### src/rtl/regfile_pkg.sv
// Shared register-file definitions: FSM state encoding and the default
// geometry that the CPU top level also uses.
package regfile_pkg;

  typedef enum logic {
    ST_CLEAR = 1'b0,
    ST_RUN   = 1'b1
  } rf_state_t;

  localparam int unsigned RF_DATA_W   = 32;
  localparam int unsigned RF_NUM_REGS = 16;

endpackage : regfile_pkg

### src/rtl/regfile_rdport.sv
// One combinational read port: register mux, optional write-to-read bypass
// and the matching busy indication.
module regfile_rdport
  import regfile_pkg::*;
#(
  parameter int DATA_W   = RF_DATA_W,
  parameter int NUM_REGS = RF_NUM_REGS,
  parameter int BYPASS   = 1,
  parameter int ADDR_W   = $clog2(NUM_REGS)
) (
  input  logic              run,
  input  logic [ADDR_W-1:0] sel,
  input  logic [DATA_W-1:0] regs [NUM_REGS],
  input  logic [NUM_REGS-1:0] busy,
  input  logic              we,
  input  logic [ADDR_W-1:0] wr_sel,
  input  logic [DATA_W-1:0] wr_data,
  input  logic              rsv_en,
  input  logic [ADDR_W-1:0] rsv_sel,
  output logic [DATA_W-1:0] data,
  output logic              busy_out
);

  logic hit;
  logic rsv_hit;

  // Forward a same-cycle write; its busy clear is visible unless a new
  // reservation on the same register lands in that cycle too.
  always_comb begin
    hit      = (BYPASS != 0) && we && (wr_sel == sel);
    rsv_hit  = rsv_en && (rsv_sel == sel);
    data     = '0;
    busy_out = 1'b0;
    if (run) begin
      data     = hit ? wr_data : regs[sel];
      busy_out = (hit && !rsv_hit) ? 1'b0 : busy[sel];
    end
  end

endmodule : regfile_rdport

### src/rtl/regfile_mp.sv
// Parametrised multi-read-port register file with busy scoreboard and a
// sequential clear engine that zeroes storage after reset.
module regfile_mp
  import regfile_pkg::*;
#(
  parameter int DATA_W   = RF_DATA_W,
  parameter int NUM_REGS = RF_NUM_REGS,
  parameter int NUM_RD   = 2,
  parameter int BYPASS   = 1,
  localparam int ADDR_W  = $clog2(NUM_REGS)
) (
  input  logic                     clk,
  input  logic                     reset,
  input  logic                     we,
  input  logic [ADDR_W-1:0]        wr_sel,
  input  logic [DATA_W-1:0]        wr_data,
  input  logic                     rsv_en,
  input  logic [ADDR_W-1:0]        rsv_sel,
  input  logic [NUM_RD*ADDR_W-1:0] rd_sel,
  output logic [NUM_RD*DATA_W-1:0] rd_data,
  output logic [NUM_RD-1:0]        rd_busy,
  output logic                     init_done
);

  rf_state_t           state_q, state_d;
  logic [ADDR_W-1:0]   cnt_q, cnt_d;
  logic [DATA_W-1:0]   regs [NUM_REGS];
  logic [NUM_REGS-1:0] busy;
  logic                run;

  assign run = (state_q == ST_RUN);

  // Clear sequencing: walk cnt over every register, then enter RUN.
  always_comb begin
    state_d = state_q;
    cnt_d   = cnt_q;
    case (state_q)
      ST_CLEAR: begin
        if (cnt_q == ADDR_W'(NUM_REGS - 1)) begin
          state_d = ST_RUN;
        end else begin
          cnt_d = cnt_q + 1'b1;
        end
      end
      default: state_d = ST_RUN;
    endcase
  end

  // State, counter and registered init_done.
  always_ff @(posedge clk) begin
    if (reset) begin
      state_q   <= ST_CLEAR;
      cnt_q     <= '0;
      init_done <= 1'b0;
    end else begin
      state_q   <= state_d;
      cnt_q     <= cnt_d;
      init_done <= (state_d == ST_RUN);
    end
  end

  // Storage has no reset so it can map to RAM; the clear engine zeroes it.
  always_ff @(posedge clk) begin
    if (!reset) begin
      if (!run) begin
        regs[cnt_q] <= '0;
      end else if (we) begin
        regs[wr_sel] <= wr_data;
      end
    end
  end

  // Busy scoreboard; the reserve is applied last so it wins on a collision.
  always_ff @(posedge clk) begin
    if (reset) begin
      busy <= '0;
    end else if (run) begin
      if (we) begin
        busy[wr_sel] <= 1'b0;
      end
      if (rsv_en) begin
        busy[rsv_sel] <= 1'b1;
      end
    end
  end

  for (genvar k = 0; k < NUM_RD; k++) begin : g_rd
    regfile_rdport #(
      .DATA_W  (DATA_W),
      .NUM_REGS(NUM_REGS),
      .BYPASS  (BYPASS),
      .ADDR_W  (ADDR_W)
    ) u_port (
      .run     (run),
      .sel     (rd_sel[k*ADDR_W +: ADDR_W]),
      .regs    (regs),
      .busy    (busy),
      .we      (we),
      .wr_sel  (wr_sel),
      .wr_data (wr_data),
      .rsv_en  (rsv_en),
      .rsv_sel (rsv_sel),
      .data    (rd_data[k*DATA_W +: DATA_W]),
      .busy_out(rd_busy[k])
    );
  end

endmodule : regfile_mp

### config.mk
export PLATFORM = sky130hd
export DESIGN_NAME = regfile_mp
export DESIGN_NICKNAME = d
export VERILOG_FILES = /design/src/rtl/regfile_pkg.sv /design/src/rtl/regfile_rdport.sv /design/src/rtl/regfile_mp.sv
export SDC_FILE = /design/constraint.sdc
export NUM_CORES = 1
export LEC_CHECK = 0
export BUFFER_PORTS_ARGS = -buffer_cell sky130_fd_sc_hd__buf_2
export CORE_UTILIZATION = 35
export DETAILED_ROUTE_END_ITERATION = 8
export GPL_TIMING_DRIVEN = 0
export PLACE_DENSITY = 0.49
export SLEW_MARGIN = 20
export SYNTH_ARGS = -nofsm -noshare
export SYNTH_HDL_FRONTEND = slang
export SYNTH_SLANG_ARGS = --single-unit
### constraint.sdc
create_clock -name clk -period 8.4 [get_ports clk]
set_clock_uncertainty 0.1 [all_clocks]
set_input_delay 2.1 -clock clk [delete_from_list [all_inputs] [get_ports clk]]
set_output_delay 2.1 -clock clk [all_outputs]
set_load 0.03 [all_outputs]
# Yosys cells after proc, flatten, opt, wreduce, memory -nomap -nowiden
# Cells that the tools add are included.
# Widths: inputs -> output; s select.
[totals]
output_inout_bits = 67
reg_bits = 533
wordCells = 99
[classes]
addsub = 1
bitwise = 12
magnitude_cmp = 12
mux = 35
n_eq_ne = 6
n_reduce_logical = 14
[ops]
columns = ["cell", "n"]
rows = [
  ["$mux 512", 2],
  ["$and 512x512->512", 1],
  ["$bwmux 512", 1],
  ["$not 512->512", 1],
  ["$mux 32", 10],
  ["$bmux 32 s4", 2],
  ["$demux 32 s4", 2],
  ["$mux 16", 4],
  ["$ge 5x5->1 const B", 4],
  ["$lt 4x5->1 const B", 4],
  ["$not 4->5", 4],
  ["$and 16x16->16", 1],
  ["$eq 4x4->1", 4],
  ["$not 16->16", 1],
  ["$or 16x16->16", 1],
  ["$logic_and 1x1->1", 10],
  ["$lt 5x1->1 const B", 2],
  ["$mux 1", 10],
  ["$bmux 1 s4", 2],
  ["$demux 1 s4", 2],
  ["$ge 4x1->1 const B", 2],
  ["$add 4x1->4 const B", 1],
  ["$eq 4x4->1 const B", 1],
  ["$reduce_and 2->1", 2],
  ["other kinds (3)", 6],
]

# Depth between registers and ports, before layout
# Gate-level depths: netlist (run 1).
[depth]
ltp_word = 11
ltp_mapped = 8
depth_no_buf = 5

# Cells and area by module
# From an unflattened synthesis (run 1), not the netlist that was laid out.
[unflattened]
hier_cells = 2210
area_unflattened_um2 = 31009.7
[modules_own_cells]
columns = ["mod", "area_each_um2", "cells_each", "instances", "seq_area_each_um2"]
rows = [
  ["regfile_mp", 22391.5, 1542, 1, 15795.1],
  ["regfile_rdport", 4309.1, 334, 2, 0.0],
]

# Worst setup path after synthesis (run 1)
# OpenSTA, ideal clock, no wires.
[synth_path]
path_kind = "input-to-output"
from = "in rd_sel[0]"
to = "out rd_data[11]"
arrival_ns = 3.794
n_path_buf = 4
required_ns = 6.200
cell_stages = 8
slack_ns = 2.406
cell_sequence = "buf_2 buf_6 buf_4 xor2_1 nor3_1 nand3_1 clkbuf_1 o22ai_1"
[synth_via]
elab_chain_len = 6
elab_cells_between_ends = 8
cone_classes = "eq/ne: 1; mux: 5; bitwise: 1; reduce/logical: 1"
[synth_lines]
columns = ["element", "line", "text"]
rows = [
  ["start, declared", "regfile_mp.sv:19", "input logic [NUM_RD*ADDR_W-1:0] rd_sel,"],
  ["$not 4->5 (not written as such)", "regfile_rdport.sv:35", "data = hit ? wr_data : regs[sel];"],
  ["$bmux 32 s4", "regfile_rdport.sv:35", ""],
  ["$mux 32 (not written as such) (2 in series)", "regfile_rdport.sv:35", ""],
  ["$mux 32 *", "regfile_rdport.sv:35", ""],
  ["$mux 32 *", "regfile_rdport.sv:34", "if (run) begin"],
  ["end, declared", "regfile_mp.sv:20", "output logic [NUM_RD*DATA_W-1:0] rd_data,"],
]
# Every way passes the cells marked *; elsewhere a longest branch is shown, timed or not. The select of a mux whose other input is x is not followed.

# Worst setup path after layout (run 1)
[layout_path]
from = "in rd_sel[0]"
to = "out rd_data[13]"
# Same word-level chain as after synthesis.

==> metrics, run 1 <==
total count of hold-check failures in the final report 0; largest cells by area after synthesis edfxtp_1, mux4_2, o21ai_0; post-route setup TNS 0 ns; outcome finished, final reports clean; startpoint kind of the worst setup timing path input port; number of buffers inserted to repair setup after CTS 0; post-synthesis register bit count 533; Max-cap violations 0; netlist area before placement 30220 um^2; Fillers 8323; final max-slew violation count 0; number of primary I/O pins 119; total wire length 137.4 mm; DRC violations left 0; port buffer count 104; min cycle time layout 7.517 ns; register-to-register setup slack 4.65 ns; global routing usage summed across all routing layers 0.3132; top-count cell post-synth nand2_1; final net count 2800; Max-Slew Margin vs Limit 0.1409; TritonCTS sink count 533; cell type contributing the most total cell area after synthesis edfxtp_1; number of antenna-violating nets in the routed design 0; kind of end point of the critical path primary output; Die H 295.9 um; post-synthesis sequential area ratio 0.5226; cell count after synthesis 2540; Worst Hold Slack 0.3958 ns; Die Area 87530 um^2; top cells by count, synth nand2_1, edfxtp_1, o21ai_0; Primary FF master, synth edfxtp_1; synthesized area divided by synthesized cell count 11.90 um^2; Clock Pin Slew Worst Setup and Hold Paths 0.06 ns; Avg WL per Cell 34.93 um; critical path required time 6.20 ns; final worst-path cycle share 0.8948; setup repair after global routing missed its margin no; num rows 107; count of flip-flops with a built-in enable after synthesis 512; Warnings, synthesis 0; total CTS buffers 66; TritonCTS clock tree built; post-synth net total 2596; via count normalized by instance count 6.495; crit path kind in2out; initial standard-cell utilization of the core 0.3539; final weighted congestion in routability-driven placement 0.9338; maximum number of pins on one net before global-route repair 17; wire length of the first global-routing pass 190.0 mm; fraction of synthesis flops using an asynchronous set or reset pin 0; Initial DRT Pass Iterations 5; Core Area 85410 um^2; maximum clock insertion buffer count 3; DP HPWL 97.55 mm; power density over the cells 199.3 nW/um^2; highest clock frequency the design can meet 133.0 MHz; worst vdd ir 0.1468 mV; unique cell type count in the Yosys netlist 34; number of hold buffers added after cts 0; worst slew pin tran 1.289 ns; fraction of layout cells with a size suffix above 1 0.2149; die width 295.9 um; number of antenna violations at the first check in global routing 2; cts repair resizes 0; final design utilization 0.4121; level count of the clock H-tree 3; top fanout value on the critical path 10; overall via count from detail_route 25550; leak pwr 12.76 nW; worst-case setup slack after placement 1.057 ns; setup violation total in the final timing report 0; synth-to-layout area growth 16.47%; root buf cell clkbuf_16; First DRT Iteration DRCs 3546; Hold Crit Class reg2reg; setup slack after layout 0.8833 ns; number of global-route vias before repair 24738; arrival time of the worst setup path 5.32 ns; later-pin clock latency in the skew report 0.62 ns; portion of synthesized cell area occupied by the leading cell type 0.5087; GRT overflow 0
-- area by class of cell --
cell class                 instances  area [um^2]  share of cell area
clock buffer                      84         1783             0.05065
buffer                           256         1104             0.03135
antenna                            3        7.507           0.0002133
inverter                           3        11.26           0.0003199
sequential                       533        15800              0.4487
multi-input combinational       1748        13510              0.3838
timing repair buffer             136         1381             0.03924
clock inverter                    27        176.4            0.005012
tap                             1144         1431             0.04066
-- worst paths after layout --
check	end	cells past startpoint	startpoint
min	busy[10]$_SDFFE_PP0P_	2	busy[10]$_SDFFE_PP0P_
max reg2reg	regs[232]$_DFFE_PP_	9	run$_SDFF_PP0_
max	rd_data[13]	9	rd_sel[0]
min reg2reg	busy[10]$_SDFFE_PP0P_	2	busy[10]$_SDFFE_PP0P_
-- flip-flops by register name, summed over array words and instances (netlist names) --
signal  count
busy       16
cnt_q       4
regs      512
run         1
-- power breakdown --
| part | internal (mW) | switching, mW |
|---|---|---|
| Combinational | 0.420 | 0.579 |
| Clock | 1.55 | 1.20 |
| Sequential | 3.13 | 0.127 |
-- metal layers --
| metal | vias to the layer above | global-route usage | wire (um) | share of wire |
|---|---|---|---|---|
| li1 | 10200 | - | - | - |
| met2 | 1870 | 0.4700 | 60390 | 0.44 |
| met4 | 2 | 0.1787 | 8986 | 0.065 |
| met5 | - | 0.006652 | 80 | 0.00058 |
| met1 | 13031 | 0.4106 | 52230 | 0.38 |
| met3 | 447 | 0.08094 | 15720 | 0.11 |
-- layout by cell type (no fill, tap or decap), drive strengths merged --
cell	Yosys	layout
a21oi	46	46
a22o	128	128
a311oi	1	1
a31o	2	2
a31oi	4	4
and2	2	2
buf	92	228
bufinv	0	2
clkbuf	164	248
clkinv	0	23
dfxtp	21	21
diode	0	3
edfxtp	512	512
ha	4	4
inv	3	5
mux4	266	266
nand2	572	572
nand3	9	9
nand3b	2	2
nand4	2	2
nor2	78	78
nor2b	12	12
nor3	3	3
nor3b	2	2
nor4	2	2
o211a	2	2
o21ai	528	528
o21bai	1	1
o22ai	64	64
xnor2	5	5
xor2	13	13
-- critical path, cell delays in order --
cell      delay, ns
buf_2          0.23
buf_6          0.27
buf_4          0.35
xor2_1         0.11
nor3_1         0.21
nand3_1        0.52
clkbuf_1       0.65
o22ai_1        0.55
buf_2          0.29
-- logic make-up after synthesis --
group / Yosys count / share of synthesized area
muxes: 266 / 0.1982
xor gates and xnor gates: 18 / 0.005216
and+or+nand+nor: 684 / 0.08743
buffers and inverters: 259 / 0.03643
DFF: 533 / 0.5226
adders and majority gates: 4 / 0.001656
AOI/OAI and AO/OA: 776 / 0.1485
-- through the flow --
step | power (mW) | instances | area [um^2]
2_1_floorplan | 3.869 | 2540 | 30220
3_3_place_gp | 4.206 | 3788 | 32180
4_1_cts | 6.981 | 3931 | 35190
6_report | 7.014 | 3934 | 35200
5_1_grt | 7.161 | 3931 | 35190
3_5_place_dp | 4.285 | 3820 | 33230
Power figures use the tool's default switching activity.
==> run 2: changes to the inputs <==
--- a/config.mk
+++ b/config.mk
@@ -7,6 +7,7 @@
 export LEC_CHECK = 0
 export BUFFER_PORTS_ARGS = -buffer_cell sky130_fd_sc_hd__buf_2
 export CORE_UTILIZATION = 35
+export CTS_BUF_LIST = sky130_fd_sc_hd__clkbuf_16
 export DETAILED_ROUTE_END_ITERATION = 8
 export GPL_TIMING_DRIVEN = 0
 export PLACE_DENSITY = 0.49
==> run 2 against run 1 <==
Net effect: register-to-register slack about the same; worst setup slack better by 0.0015 ns; core utilization did not move; cell area stayed put; largest cell class unchanged.
==> metrics, run 2 (synthesis gave the netlist of run 1 again) <==
number of antenna violations at the first check in global routing 2 (unchanged); worst vdd ir 0.1461 mV (was 0.1468 mV); Worst Hold Slack 0.4000 ns (was 0.3958 ns); Worst Reg-to-Reg Cells 9 (unchanged); top library cells by usage in the layout, fill and taps aside nand2_1, edfxtp_1, o21ai_0 (unchanged); Core Area 85410 um^2 (unchanged); number of primary I/O pins 119 (unchanged); worst-case setup slack after placement 1.057 ns (unchanged); number of buffers inserted to repair setup after CTS 0 (unchanged); Crit path buffers/inverters 5 (unchanged); number of flip-flops in the largest register 512 (unchanged); TritonCTS sink count 533 (unchanged); setup violation total in the final timing report 0 (unchanged); global routing usage summed across all routing layers 0.3132 (unchanged); maximum number of pins on one net before global-route repair 17 (unchanged); final max-slew violation count 0 (unchanged); setup slack after layout 0.8848 ns (was 0.8833 ns); highest clock frequency the design can meet 133.1 MHz (was 133.0 MHz); number of hold buffers added after cts 0 (unchanged); worst slew pin tran 1.308 ns (was 1.289 ns); critical path's slowest cell clkbuf_1 (unchanged); outcome finished, final reports clean (unchanged); synth-to-layout area growth 16.47% (unchanged); total placed instance area 33230 um^2 (unchanged); num rows 107 (unchanged); number of antenna-violating nets in the routed design 0 (unchanged); First DRT Iteration DRCs 3550 (was 3546); number of cells after detailed placement 3820 (unchanged); total CTS buffers 66 (unchanged); Most flops, register regs (unchanged); GRT overflow 0 (unchanged); Hold Crit Class reg2reg (unchanged); overall via count from detail_route 25586 (was 25550); endpoint of the most critical setup path rd_data[13] (unchanged); root buf cell clkbuf_16 (unchanged); top fanout value on the critical path 10 (unchanged); port buffer count 104 (unchanged); via count normalized by instance count 6.504 (was 6.495); startpoint kind of the worst setup timing path input port (unchanged); leak pwr 12.83 nW (was 12.76 nW); number of global-route vias before repair 24738 (unchanged); Initial DRT Pass Iterations 6 (was 5); largest registers ranked by flip-flop count regs (512), busy (16), cnt_q (4) (unchanged); total count of hold-check failures in the final report 0 (unchanged); maximum clock insertion buffer count 3 (unchanged); Clock Pin Slew Worst Setup and Hold Paths 0.06 ns (about the same); level count of the clock H-tree 3 (unchanged); post-route cell area 35200 um^2 (unchanged); number of gates on the worst path with buffers counted 9 (unchanged); Die Area 87530 um^2 (unchanged); cts repair resizes 0 (unchanged); critical path required time 6.20 ns (about the same); non-filler cells, final 3934 (unchanged); most common cell after layout, fill and taps aside nand2_1 (unchanged); min cycle time layout 7.515 ns (was 7.517 ns); critical path's most frequent cell buf_2 (unchanged); setup repair after global routing missed its margin no (unchanged); launching point of the worst reg2reg path run$_SDFF_PP0_ (unchanged); Max-Slew Margin vs Limit 0.1277 (was 0.1409); register-to-register setup slack 4.65 ns (about the same); later-pin clock latency in the skew report 0.62 ns (about the same); final weighted congestion in routability-driven placement 0.9338 (unchanged); TritonCTS clock tree built (unchanged); final net count 2800 (unchanged); arrival time of the worst setup path 5.32 ns (about the same); fraction of layout cells with a size suffix above 1 0.2149 (unchanged); DRC violations left 0 (unchanged); crit path kind in2out (unchanged); DP HPWL 97.55 mm (unchanged); Max-cap violations 0 (unchanged); worst flop-to-flop path endpoint regs[422]$_DFFE_PP_ (was regs[232]$_DFFE_PP_); Worst Setup SP rd_sel[0] (unchanged); wire length of the first global-routing pass 190.0 mm (unchanged); initial standard-cell utilization of the core 0.3539 (unchanged); slowest stage delay, CP 0.66 ns (was 0.65 ns); Avg WL per Cell 34.91 um (was 34.93 um); total power consumption of the routed design 6.992 mW (was 7.014 mW); final worst-path cycle share 0.8947 (was 0.8948); critical path, cell by cell buf_2 > buf_6 > buf_4 > xor2_1 > nor3_1 > nand3_1 > clkbuf_1 > o22ai_1 > buf_2 (unchanged); die width 295.9 um (unchanged); power density over the cells 198.6 nW/um^2 (was 199.3 nW/um^2); Die H 295.9 um (unchanged); kind of end point of the critical path primary output (unchanged); total wire length 137.4 mm (about the same); cell family with most CP delay buffers and inverters (unchanged)
run 2: metrics by stage:
step           TNS [ns]  utilization
6_report              0       0.4121
5_1_grt               0       0.4120
4_1_cts               0       0.4120
3_5_place_dp          0       0.3891
3_3_place_gp     -11.70       0.3767
2_1_floorplan         0            -
run 2: area by class of cell:
| type | count | area (um^2) |
|---|---|---|
| fill | 8323 | 50210 |
| sequential | 533 | 15800 |
| multi-input combinational | 1748 | 13510 |
| clock buffer | 69 | 1727 |
| tap | 1144 | 1431 |
| timing repair buffer | 136 | 1381 |
| buffer | 256 | 1104 |
| clock inverter | 42 | 232.7 |
| inverter | 3 | 11.26 |
| antenna | 3 | 7.507 |
run 2: how the worst min path moves through the flow:
| stage | from | end | depth (start not counted) |
|---|---|---|---|
| floorplan | busy[10]$_SDFFE_PP0P_ | busy[10]$_SDFFE_PP0P_ | 2 |
| global placement | busy[5]$_SDFFE_PP0P_ | busy[5]$_SDFFE_PP0P_ | 2 |
| detailed placement | busy[4]$_SDFFE_PP0P_ | busy[4]$_SDFFE_PP0P_ | 2 |
| CTS | busy[4]$_SDFFE_PP0P_ | busy[4]$_SDFFE_PP0P_ | 2 |
| global route | busy[6]$_SDFFE_PP0P_ | busy[6]$_SDFFE_PP0P_ | 2 |
| finish | busy[3]$_SDFFE_PP0P_ | busy[3]$_SDFFE_PP0P_ | 2 |
run 2: worst min-delay path: stages, from the launching register on:
cell and delay [ns]:
dfxtp_1 0.32, o21ai_0 0.07, a21oi_1 0.06
run 2: routing by layer:
layer / global-route usage / wire (um) / vias up
li1: - / - / 10196
met1: 0.4106 / 52480 / 13047
met2: 0.4700 / 60380 / 1909
met3: 0.08094 / 15430 / 432
met4: 0.1787 / 8981 / 2
met5: 0.006652 / 80 / -
run 2: report_power, final:
part           internal [mW]  switching, mW  total, mW
Combinational          0.420          0.579      0.999
Sequential              3.13          0.127       3.26
Clock                   1.53           1.20       2.73
Total                   5.09           1.90       6.99
